--- src/rtl/stack_ctrl_if.sv ---
// Debug port of stack_ctrl: level request with op/data, one-cycle ack with result.
// The requester holds dbg_req, dbg_op and dbg_wd stable until dbg_ack.
interface stack_ctrl_if #(
    parameter int WIDTH = 18
);
    logic             dbg_req;
    logic [1:0]       dbg_op;
    logic [WIDTH-1:0] dbg_wd;
    logic             dbg_ack;
    logic [WIDTH-1:0] dbg_rd;

    modport master (output dbg_req, dbg_op, dbg_wd, input  dbg_ack, dbg_rd);
    modport slave  (input  dbg_req, dbg_op, dbg_wd, output dbg_ack, dbg_rd);
endinterface

--- src/rtl/stack_ctrl.sv ---
// Stack controller: passes CPU stack ops through, tracks depth and sticky
// overflow/underflow, and arbitrates a debug port that stalls the CPU.
module stack_ctrl #(
    parameter  int WIDTH = 18,
    parameter  int DEPTH = 16,
    localparam int CAP   = DEPTH + 1,
    localparam int DW    = $clog2(CAP + 1)
) (
    input  logic             clk,
    input  logic             rst_n,
    input  logic             cpu_hold,
    input  logic             cpu_we,
    input  logic [1:0]       cpu_delta,
    input  logic [WIDTH-1:0] cpu_wd,
    output logic             cpu_stall,
    output logic             stk_hold,
    output logic             stk_we,
    output logic [1:0]       stk_delta,
    output logic [WIDTH-1:0] stk_wd,
    input  logic [WIDTH-1:0] stk_rd,
    stack_ctrl_if.slave      dbg,
    output logic [DW-1:0]    depth,
    output logic             ovf,
    output logic             unf,
    input  logic             err_clr
);

    localparam logic [1:0] S_IDLE  = 2'd0;
    localparam logic [1:0] S_STALL = 2'd1;
    localparam logic [1:0] S_EXEC  = 2'd2;
    localparam logic [1:0] S_ACK   = 2'd3;

    localparam logic [DW-1:0] CAP_D = DW'(CAP);

    logic [1:0]       state;
    logic [1:0]       state_nxt;
    logic             ack_q;
    logic [WIDTH-1:0] rd_q;
    logic             push_ev;
    logic             pop_ev;
    logic             ovf_set;
    logic             unf_set;

    always_comb begin
        state_nxt = state;
        case (state)
            S_IDLE:  if (dbg.dbg_req) state_nxt = S_STALL;
            S_STALL: state_nxt = S_EXEC;
            S_EXEC:  state_nxt = S_ACK;
            S_ACK:   state_nxt = S_IDLE;
            default: state_nxt = S_IDLE;
        endcase
    end

    // NOTE: every output gets a default before the case, so no path leaves
    // a signal unassigned and no latch is inferred.
    always_comb begin
        stk_hold  = cpu_hold;
        stk_we    = cpu_we;
        stk_delta = cpu_delta;
        stk_wd    = cpu_wd;
        case (state)
            S_STALL, S_ACK: begin
                stk_hold  = 1'b1;
                stk_we    = 1'b0;
                stk_delta = 2'b00;
            end
            S_EXEC: begin
                stk_hold = 1'b0;
                stk_wd   = dbg.dbg_wd;
                case (dbg.dbg_op)
                    2'b01: begin
                        stk_we    = 1'b1;
                        stk_delta = 2'b01;
                    end
                    2'b10: begin
                        stk_we    = 1'b0;
                        stk_delta = 2'b10;
                    end
                    default: begin
                        stk_we    = 1'b0;
                        stk_delta = 2'b00;
                    end
                endcase
            end
            default: ;
        endcase
    end

    // Depth/flag events follow what actually reaches the stack; delta 11 is a pop.
    assign push_ev = !stk_hold && (stk_delta == 2'b01);
    assign pop_ev  = !stk_hold && stk_delta[1];
    assign ovf_set = push_ev && (depth == CAP_D);
    assign unf_set = pop_ev && (depth == '0);

    // NOTE: sequential state uses non-blocking assignments so every register
    // samples the pre-edge values, independent of statement order.
    always_ff @(posedge clk or negedge rst_n) begin
        if (!rst_n) begin
            state     <= S_IDLE;
            cpu_stall <= 1'b0;
            ack_q     <= 1'b0;
            rd_q      <= '0;
            depth     <= '0;
            ovf       <= 1'b0;
            unf       <= 1'b0;
        end else begin
            state     <= state_nxt;
            cpu_stall <= (state_nxt != S_IDLE);
            ack_q     <= (state == S_EXEC);

            if (state == S_EXEC)
                rd_q <= (dbg.dbg_op == 2'b01) ? dbg.dbg_wd : stk_rd;

            if (push_ev && (depth != CAP_D))
                depth <= depth + 1'b1;
            else if (pop_ev && (depth != '0))
                depth <= depth - 1'b1;

            // A set on the same edge as err_clr wins.
            ovf <= ovf_set | (ovf & ~err_clr);
            unf <= unf_set | (unf & ~err_clr);
        end
    end

    assign dbg.dbg_ack = ack_q;
    assign dbg.dbg_rd  = rd_q;

endmodule

--- src/flat_wrapper.sv ---
// flat-port wrapper written by rule: the top's interface ports become plain ports
module stack_ctrl_flat 
#(
    parameter  int WIDTH = 18,
    parameter  int DEPTH = 16,
    localparam int CAP   = DEPTH + 1,
    localparam int DW    = $clog2(CAP + 1)
)
  (clk, rst_n, cpu_hold, cpu_we, cpu_delta, cpu_wd, cpu_stall, stk_hold, stk_we, stk_delta, stk_wd, stk_rd, depth, ovf, unf, err_clr, dbg_dbg_req, dbg_dbg_op, dbg_dbg_wd, dbg_dbg_ack, dbg_dbg_rd);
  stack_ctrl_if #(.WIDTH(WIDTH)) dbg_i ();
  input  logic clk;
  input  logic rst_n;
  input  logic cpu_hold;
  input  logic cpu_we;
  input  logic [1:0] cpu_delta;
  input  logic [WIDTH-1:0] cpu_wd;
  output logic cpu_stall;
  output logic stk_hold;
  output logic stk_we;
  output logic [1:0] stk_delta;
  output logic [WIDTH-1:0] stk_wd;
  input  logic [WIDTH-1:0] stk_rd;
  output logic [DW-1:0] depth;
  output logic ovf;
  output logic unf;
  input  logic err_clr;
  input wire logic [$bits(dbg_i.dbg_req)-1:0] dbg_dbg_req;
  input wire logic [$bits(dbg_i.dbg_op)-1:0] dbg_dbg_op;
  input wire logic [$bits(dbg_i.dbg_wd)-1:0] dbg_dbg_wd;
  output wire logic [$bits(dbg_i.dbg_ack)-1:0] dbg_dbg_ack;
  output wire logic [$bits(dbg_i.dbg_rd)-1:0] dbg_dbg_rd;
  assign dbg_i.dbg_req = dbg_dbg_req;
  assign dbg_i.dbg_op = dbg_dbg_op;
  assign dbg_i.dbg_wd = dbg_dbg_wd;
  assign dbg_dbg_ack = dbg_i.dbg_ack;
  assign dbg_dbg_rd = dbg_i.dbg_rd;
  stack_ctrl #(.WIDTH(WIDTH), .DEPTH(DEPTH)) u_core (.clk(clk), .rst_n(rst_n), .cpu_hold(cpu_hold), .cpu_we(cpu_we), .cpu_delta(cpu_delta), .cpu_wd(cpu_wd), .cpu_stall(cpu_stall), .stk_hold(stk_hold), .stk_we(stk_we), .stk_delta(stk_delta), .stk_wd(stk_wd), .stk_rd(stk_rd), .dbg(dbg_i), .depth(depth), .ovf(ovf), .unf(unf), .err_clr(err_clr));
endmodule
--- config.mk ---
export PLATFORM = sky130hd
export DESIGN_NAME = stack_ctrl_flat
export DESIGN_NICKNAME = d
export VERILOG_FILES = /design/src/rtl/stack_ctrl_if.sv /design/src/rtl/stack_ctrl.sv /design/src/flat_wrapper.sv
export SDC_FILE = /design/constraint.sdc
export NUM_CORES = 1
export LEC_CHECK = 0
export CAP_MARGIN = 20
export CELL_PAD_IN_SITES_DETAIL_PLACEMENT = 0
export CELL_PAD_IN_SITES_GLOBAL_PLACEMENT = 1
export CORE_ASPECT_RATIO = 1.25
export CORE_MARGIN = 2
export CORE_UTILIZATION = 28
export CTS_CLUSTER_DIAMETER = 150
export DETAILED_ROUTE_END_ITERATION = 12
export PLACE_DENSITY = 0.82
export REMOVE_ABC_BUFFERS = 1
export SYNTH_ARGS = -nofsm -noshare
export SYNTH_HDL_FRONTEND = slang
export SYNTH_SLANG_ARGS = --single-unit
--- constraint.sdc ---
create_clock -name clk -period 5.5 [get_ports clk]
set_input_delay 1.1 -clock clk [delete_from_list [all_inputs] [get_ports clk]]
set_output_delay 1.1 -clock clk [all_outputs]
set_load 0.01 [all_outputs]
* Word level (Yosys, flattened, before mapping)
Cells that the tools add are included.
Word-level totals: memories 0, latch bits 0, register bits after elaboration 29, output and inout bits 49, bits in read-only memories 0, word-level logic and storage cells 46, bits of input ports 64, bits in writable memories 0
Cells by class: div/mod/pow operators 0, shifts and indexed selects 0, reductions and logical operators 13, order comparisons 0, $add $sub $neg 2, multipliers 0, bitwise gates (word level) 5, multiplexer cells 11, eq/ne operators 8
Operators with widths (number):
- two-way mux 18 bit | 2
- two-way mux 5 bit | 2
- one-hot mux 2 bit (2 select lines) | 2
- one-hot mux 2 bit (4 select lines) | 1
- equality test 2 x 1 -> 1 bit, second input constant | 3
- equality test 2 bit, second input constant | 3
- logical AND 1 bit | 6
- adder 5 x 1 -> 5 bit, second input constant | 1
- equality test 5 bit, second input constant | 1
- logical NOT 5 bit | 1
- inequality test 5 bit, second input constant | 1
- nonzero test 5 bit | 1
- subtractor 5 x 1 -> 5 bit, second input constant | 1
- one-hot mux 1 bit (2 select lines) | 2
- nonzero test 2 bit | 2
- bitwise AND 1 bit | 2
- logical NOT 2 bit | 1
- two-way mux 2 bit | 1
- bitwise OR 1 bit | 2
- OR reduction 2 bit | 1
- logical NOT 1 bit | 1
- two-way mux 1 bit | 1
- NOT 1 bit | 1

* Logic depth before layout (Yosys ltp)
Gate-level depths: netlist (run 1).
depth after elaboration 8, depth in mapped cells 13, depth with buffers taken out 12

* Worst setup path before layout (run 1)
OpenSTA, ideal clock, no wires.
path type input to register, from input dbg_dbg_op[1], to register u_core.depth[4], path buffers 0, data required time 5.365 ns, arrival time 3.060 ns, library setup time 0.135 ns, slack 2.305 ns, stages 10, cells stage by stage nand2b_1 -> o21ai_2 -> nor3b_1 -> nand2_1 -> ha_1 -> a21oi_1 -> nand2_1 -> and4_2 -> a31oi_1 -> o211ai_1
Between the ends: longest elaborated chain between the ends 7, elaborated cells on any way between the ends 11, those cells by class eq/ne (3); mux (3); reduce/logical (5)
Ends and longest elaborated chain:
- from (decl) | RTL line flat_wrapper.sv:28 | input wire logic [$bits(dbg_i.dbg_op)-1:0] dbg_dbg_op;
- equality test 2 bit or equality test 2 x 1 -> 1 bit (tied branches) | RTL line stack_ctrl.sv:71 | case (dbg.dbg_op)
- one-hot mux 2 bit (2 select lines) (*) | RTL line stack_ctrl.sv:71
- one-hot mux 2 bit (2 select lines) (*) | RTL line stack_ctrl.sv:62 | case (state)
- named net stk_delta[0] | RTL line flat_wrapper.sv:20 | output logic [1:0] stk_delta;
- equality test 2 x 1 -> 1 bit (*) | RTL line stack_ctrl.sv:91 | assign push_ev = !stk_hold && (stk_delta == 2'b01);
- logical AND 1 bit (*) | RTL line stack_ctrl.sv:91
- logical AND 1 bit (*) | RTL line stack_ctrl.sv:115 | if (push_ev && (depth != CAP_D))
- two-way mux 5 bit or nonzero test 2 bit (tied branches)
- to (signal assigned) | RTL line stack_ctrl.sv:116 | depth <= depth + 1'b1;
- to (signal assigned) | RTL line stack_ctrl.sv:118 | depth <= depth - 1'b1;
- to (decl) | RTL line stack_ctrl.sv:22 | output logic [DW-1:0] depth,
The timed path passes the listed nets; every way through them passes the cells marked *. A chain may end at the register's enable or synchronous reset.

* Worst setup path in the final report (run 1)
from input dbg_dbg_op[1], to output stk_we
Between the ends: longest elaborated chain between the ends 3
Ends and longest elaborated chain:
- equality test 2 x 1 -> 1 bit | RTL line stack_ctrl.sv:71
- two-way mux 1 bit | RTL line stack_ctrl.sv:71
- one-hot mux 1 bit (2 select lines) | RTL line stack_ctrl.sv:62
- to (decl) | RTL line flat_wrapper.sv:19 | output logic stk_we;
Every way passes these cells.

==> summary.md, run 1 <==
| Metric | Value |
|---|---|
| First-pass GRT wire length | `around 7.7 mm` |
| Switching pwr | `roughly 0.6 mW` |
| Adder-cell share of the synthesized area | `0.0746` |
| Vert. Die Dim | `roughly 93 um` |
| Maximum capacitance violations | `0` |
| Number of global-route vias before repair | `about 1700` |
| GR Layer Usage met2 | `0.248` |
| Number of clock buffers inserted by TritonCTS | `5` |
| Final hold vios | `0` |
| Simple-Gate Fraction of Synth Area | `0.125` |
| Largest cells by area after synthesis | `dfrtp_1 41%, mux2_2 11%, mux2i_1 10%, ha_1 6.3%, a21oi_1 6.2%` |
| Initial core utilization | `0.288` |
| Crit path launch type | `primary input` |
| Largest net degree at the start of global routing | `37` |
| R2R depth | `12` |
| Crit path DAT | `2930 ps` |
| Total Wirelength | `roughly 4.9 mm` |
| Multiplexer area fraction after synthesis | `0.235` |
| Largest family of logic cells by synthesized area | `multiplexers` |
| DRC violations left | `0` |
| Post-synth EDFFs | `0` |
| Post-synth ARST share | `1.00` |
| Dpl ws | `between 1000 and 1500 ps` |
| F_max | `around 250 MHz` |
| Via Count | `around 1700` |
| Clk sinks | `29` |
| IO Port Bufs | `112` |
| Cts repair resizes | `0` |
| Total core area | `approximately 0.006 mm2` |
| FP Rows | `32` |
| Vias/cell | `between 4 and 5` |
| Horiz. Die Dim | `roughly 75 um` |
| Most frequent cell after synthesis | `dfrtp_1` |
| Max Slew Vio Count | `0` |
| Commonest cells in the synthesized netlist | `29 x dfrtp_1, 22 x a21oi_1, 22 x nor2_1` |
| Gate count of the mapped netlist | `170` |
| Most used flip-flop cell after synthesis | `dfrtp_1` |
| Max clock buf depth | `2` |
| Clock Latency Late Sink | `280 ps` |
| Met3 track demand over resource | `0.0528` |
| Setup violators final | `0` |
| GPL Wtd Cong | `around 0.80` |
| Total GRT Usage | `0.146` |
| Layout area overhead | `74.9%` |
| DIE AREA | `roughly 0.007 mm2` |
| Sequential power share | `0.251` |
| Worst Hold Endpoint | `u_core.dbg.dbg_rd[16]$_DFFE_PN0N_` |
| Flops & latches, synth | `29` |
| Routed len/inst | `~13 um` |
| Total Negative Setup Slacks | `0 ps` |
| Crit end category | `output port` |
| H-tree levels | `2` |
| Clock share of power | `0.149` |
| Post-detailed-route count of antenna-violating nets | `0` |
| WP data required | `4400 ps` |
| Static leakage power | `1.31 nW` |
| Synth Area in XOR/XNOR | `0.0148` |
| Layout Nets | `approximately 360` |
| Root Driver | `clkbuf_8` |
| Crit share post-route | `0.733` |
| # hold bufs at CTS | `0` |
| Top Usage Layer GRT | `met2` |
| Antenna violations before repair | `0` |
| CTS tree | `built` |
| Min setup slack post-route | `roughly 1500 ps` |
| Worst slew pin tran | `slightly above 1000 ps` |
| DRT iter0 DRCs | `39` |
| Pre-antenna DRT Iters | `2` |
| Comb pwr share | `0.600` |
| CP max FO | `14` |
| Dpl hpwl | `3.77 mm` |
| Hold Path Class | `reg -> reg` |
| Reg-to-reg startpoint | `u_core.state[0]$_DFF_PN0_` |
| Synth Cell Area | `0.00178 mm2` |
| Hold Crit Depth | `2` |
| N_diodes | `0` |
| Area share of the largest cell type after synthesis | `0.408` |
| Post-CTS setup repair buffer count | `0` |
| VDD IR max | `between 0.00015 and 0.0002 V` |
| Setup repair after global routing missed its margin | `no` |
| Synth Area in Compound Gates | `0.108` |
| Post-synthesis cell type count | `34` |
| GRT overflow | `0` |
| Status | `finished clean` |
| Setup CP Type | `in -> out` |
| Final setup skew | `around 11 ps` |
| Fin crit period | `just over 4000 ps` |
| Syn avg cell area | `approximately 10 um2` |
| Dominant cell type by area after synthesis | `dfrtp_1` |
| Global-route met1 utilization | `0.166` |
| Hold Crit Start | `u_core.dbg.dbg_rd[16]$_DFFE_PN0N_` |
| Sequential fraction of the synthesis area | `0.408` |
| Clk slew on worst S/H paths | `70 ps` |
| Slew headroom | `0.317` |
| Top-Level Pins | `approximately 110` |
| Layout cells sized above 1 | `0.133` |
| Final hold slack | `approximately 530 ps` |
| Int Pwr | `around 0.98 mW` |
| Switching part of the total | `0.378` |
| Worst R2R Setup Slack | `between 2000 and 2500 ps` |
| PwrDens | `508 mW/mm2` |
| RR Endpoint | `u_core.depth[4]$_DFFE_PN0P_` |
| Synthesis warning total | `0` |
[final cells by class]
class	instances	area [um2]
Fill cell	579	3060
Tap cell	85	106
Timing Repair Buffer	115	1140
Sequential cell	29	726
Clock buffer	6	82.6
Multi-Input combinational cell	127	990
Inverter	6	22.5
Clock inverter	2	37.5
[cells in the final DEF, fill, tap and decap left out, drive strengths merged]
cell	instances
ha	9
a21oi	23
mux2i	18
nand3	3
nor3b	3
clkbuf	6
o211ai	1
clkinvlp	1
buf	3
mux2	21
xnor2	1
fa	1
xor2	2
a21o	1
clkdlybuf4s50	112
nor2	22
nand2b	4
nor3	1
o21ai	4
and4	1
inv	6
o22ai	2
bufinv	1
dfrtp	29
a31oi	1
a211o	1
nor4b	1
nand2	6
or2	1
[through the flow]
step	power, mW	utilization	instance area [um2]	instances
2_1_floorplan	0.899	-	1740	162
3_3_place_gp	1.34	0.485	2990	362
3_5_place_dp	1.35	0.485	2990	362
4_1_cts	1.60	0.504	3110	370
5_1_grt	1.70	0.504	3110	370
6_report	1.58	0.504	3110	370
[layer usage]
metal,share of wire,vias to the layer above
met5,0,-
met1,0.39,771
met2,0.51,74
met3,0.090,6
li1,-,827
met4,0.014,0
[how the worst max path moves through the flow]
stage             startpoint                     endpoint  cells past startpoint
2_1_floorplan  dbg_dbg_op[1]  u_core.depth[4]$_DFFE_PN0P_                     10
3_3_place_gp   dbg_dbg_op[1]                       stk_we                      5
3_5_place_dp   dbg_dbg_op[1]  u_core.depth[4]$_DFFE_PN0P_                     11
4_1_cts        dbg_dbg_op[1]                       stk_we                      5
5_1_grt        dbg_dbg_op[1]                       stk_we                      5
6_report       dbg_dbg_op[1]                       stk_we                      5
[registers in the layout (all words and copies together) (netlist names)]
name / count
u_core.dbg.dbg_ack: 1
u_core.dbg.dbg_rd: 18
u_core.unf: 1
u_core.state: 2
u_core.cpu_stall: 1
u_core.depth: 5
u_core.ovf: 1
[power by group through the flow]
stage                     Sequential (mW)  Clock, mW  Combinational (mW)
after floorplan                     0.431          0               0.468
after global placement              0.393          0               0.950
after detailed placement            0.395          0               0.960
after CTS                           0.396      0.242               0.963
after global routing                0.411      0.250                1.04
final                               0.396      0.235               0.947
[critical path, cell delays in order]
cell	delay [ps]
clkdlybuf4s50_1	410
nand2b_1	360
buf_4	330
o21ai_0	170
clkdlybuf4s50_1	560
[cell families (layout without fill, tap and decap cells)]
family	after synthesis	after routing
and+or+nand+nor	42	42
muxes	39	39
AOI/OAI and AO/OA	33	33
DFF	29	29
buffers and inverters	14	129
adders and majority gates	10	10
xor gates and xnor gates	3	3
Note: power is estimated with default switching activity, not from simulation.
==> run 2, diff against run 1 <==
--- a/config.mk
+++ b/config.mk
@@ -10,10 +10,10 @@
 export CELL_PAD_IN_SITES_GLOBAL_PLACEMENT = 1
 export CORE_ASPECT_RATIO = 1.25
 export CORE_MARGIN = 2
-export CORE_UTILIZATION = 28
+export CORE_UTILIZATION = 24
 export CTS_CLUSTER_DIAMETER = 150
 export DETAILED_ROUTE_END_ITERATION = 12
-export PLACE_DENSITY = 0.82
+export PLACE_DENSITY = 0.75
 export REMOVE_ABC_BUFFERS = 1
 export SYNTH_ARGS = -nofsm -noshare
 export SYNTH_HDL_FRONTEND = slang
==> constraint.sdc (replaced) <==
create_clock -name clk -period 3.4 [get_ports clk]
set_input_delay 0.68 -clock clk [delete_from_list [all_inputs] [get_ports clk]]
set_output_delay 0.68 -clock clk [all_outputs]
set_load 0.01 [all_outputs]
==> run 2 against run 1 <==
Against the previous run: final cell count up 2.4%; die area rose by 16%; clock power rose by 20%; power up 57%; largest cell class unchanged; largest power group unchanged.
==> summary.md, run 2 (synthesized netlist as in run 1, its figures left out) <==
| Metric | Value |
|---|---|
| Min setup slack post-route | `429 ps` |
| Setup repair after global routing missed its margin | `no` |
| Routed len/inst | `around 14 um` |
| Max clock buf depth | `2` |
| GPL Wtd Cong | `roughly 0.76` |
| Commonest non-fill, non-tap cell in the layout | `clkdlybuf4s50_1` |
| Largest net degree at the start of global routing | `37` |
| R2R depth | `12` |
| Clock Latency Late Sink | `280 ps` |
| N_diodes | `0` |
| Crit-path slowest cell | `clkdlybuf4s50_1` |
| DIE AREA | `just over 0.008 mm2` |
| Slew headroom | `0.614` |
| Worst slew pin tran | `574 ps` |
| Dpl ws | `around 170 ps` |
| Pre-antenna DRT Iters | `3` |
| Root Driver | `clkbuf_8` |
| Fin crit period | `roughly 3000 ps` |
| Layout area overhead | `74.8%` |
| Vias/cell | `about 4.4` |
| CP most frequent cell | `clkdlybuf4s50_1` |
| DRT iter0 DRCs | `31` |
| Setup violators final | `0` |
| Top-Level Pins | `approximately 110` |
| Clk sinks | `29` |
| Maximum capacitance violations | `0` |
| Most frequent cells in the layout | `112 x clkdlybuf4s50_1, 29 x dfrtp_1, 22 x nor2_1, 22 x a21oi_1` |
| Fin util | `0.427` |
| First-pass GRT wire length | `between 8 and 9 mm` |
| Cts repair resizes | `0` |
| Max Slew Vio Count | `0` |
| Dpl hpwl | `4.00 mm` |
| Buf+Inv Stages, Crit Path | `3` |
| Via Count | `1657` |
| Total GRT Usage | `0.129` |
| Crit path launch type | `primary input` |
| Vert. Die Dim | `between 100 and 150 um` |
| DRC violations left | `0` |
| H-tree levels | `2` |
| Layout Nets | `about 360` |
| WP data required | `2720 ps` |
| Crit share post-route | `0.874` |
| Number of clock buffers inserted by TritonCTS | `5` |
| # hold bufs at CTS | `0` |
| Static leakage power | `1.32 nW` |
| Hold Crit Depth | `2` |
| Initial core utilization | `0.244` |
| VDD IR max | `between 0.0004 and 0.0005 V` |
| GRT overflow | `0` |
| Post-CTS setup repair buffer count | `0` |
| Crit path DAT | `around 2300 ps` |
| Crit-path cells | `clkdlybuf4s50_1 > nand2b_1 > buf_4 > o21ai_0 > clkdlybuf4s50_1` |
| Final setup skew | `approximately 4.8 ps` |
| CP max FO | `19` |
| Number of global-route vias before repair | `1760` |
| Horiz. Die Dim | `a little over 80 um` |
| Layout cells sized above 1 | `0.136` |
| Fillers | `743` |
| Post-detailed-route count of antenna-violating nets | `0` |
| Max incr delay on CP | `about 560 ps` |
| Total core area | `about 0.0073 mm2` |
| Final hold vios | `0` |
| Antenna violations before repair | `0` |
| FP Rows | `35` |
| Total Negative Setup Slacks | `0 ps` |
| IO Port Bufs | `112` |
| Clk slew on worst S/H paths | `60 ps` |
| CP top delay family | `buffers and inverters` |
| PwrDens | `around 800 mW/mm2` |
| F_max | `approximately 340 MHz` |
| Crit end category | `output port` |
| Stages on the worst setup path | `5` |
| CTS tree | `built` |
| Max FFs per register | `18` |
| Final hold slack | `just over 500 ps` |
| Status | `finished clean` |
| Worst R2R Setup Slack | `about 520 ps` |
| Setup CP Type | `in -> out` |
| Total Wirelength | `between 5 and 6 mm` |
| Hold Path Class | `reg -> reg` |
-- run 2: cell types whose count changed in the layout (fill, tap and decap cells not counted), sizes merged --
cell / delta
clkinvlp: -1
buf: +3
bufinv: -1
clkbuf: +1
-- run 2: path summary, 6_finish.rpt --
check                                                  from                                to
max in group asynchronous                             rst_n  u_core.dbg.dbg_rd[1]$_DFFE_PN0N_
hold reg to reg            u_core.dbg.dbg_rd[1]$_DFFE_PN0N_  u_core.dbg.dbg_rd[1]$_DFFE_PN0N_
hold / removal             u_core.dbg.dbg_rd[1]$_DFFE_PN0N_  u_core.dbg.dbg_rd[1]$_DFFE_PN0N_
setup reg to reg                  u_core.state[0]$_DFF_PN0_       u_core.depth[4]$_DFFE_PN0P_
setup / recovery                              dbg_dbg_op[1]                            stk_we
min in group asynchronous                             rst_n              u_core.unf$_DFF_PN0_
-- run 2: metrics by stage --
step | total power [mW] | std cells | cell area, um2
6_report | 2.48 | 379 | 3110
5_1_grt | 2.70 | 379 | 3110
4_1_cts | 2.52 | 379 | 3110
3_5_place_dp | 2.23 | 372 | 3020
3_3_place_gp | 2.20 | 372 | 3020
2_1_floorplan | 1.45 | 162 | 1740
-- run 2: power by group --
part	internal, mW	switching (mW)
logic	0.851	0.707
registers	0.513	0.124
clock network	0.160	0.122
total	1.52	0.952
-- run 2: layer usage --
metal | track usage | up-vias | part of all wire
met5 | 0 | - | 0
met4 | 0.0456 | 0 | 0.013
met3 | 0.0441 | 7 | 0.089
met2 | 0.226 | 76 | 0.51
met1 | 0.144 | 738 | 0.38
li1 | - | 836 | -
-- run 2: worst min-delay path, cell delays in order (launching register included) --
cell and delay (ps):
dfrtp_1 340, nor2_1 40, a21oi_1 100
-- run 2: cell type report --
type	instances	area, um2	area share
repair buffers	118	1170	0.376
multi-input cells	127	990	0.319
flip-flops and latches	29	726	0.234
well taps	92	115	0.0371
clock buffers	7	86.3	0.0278
inverters	6	22.5	0.00725
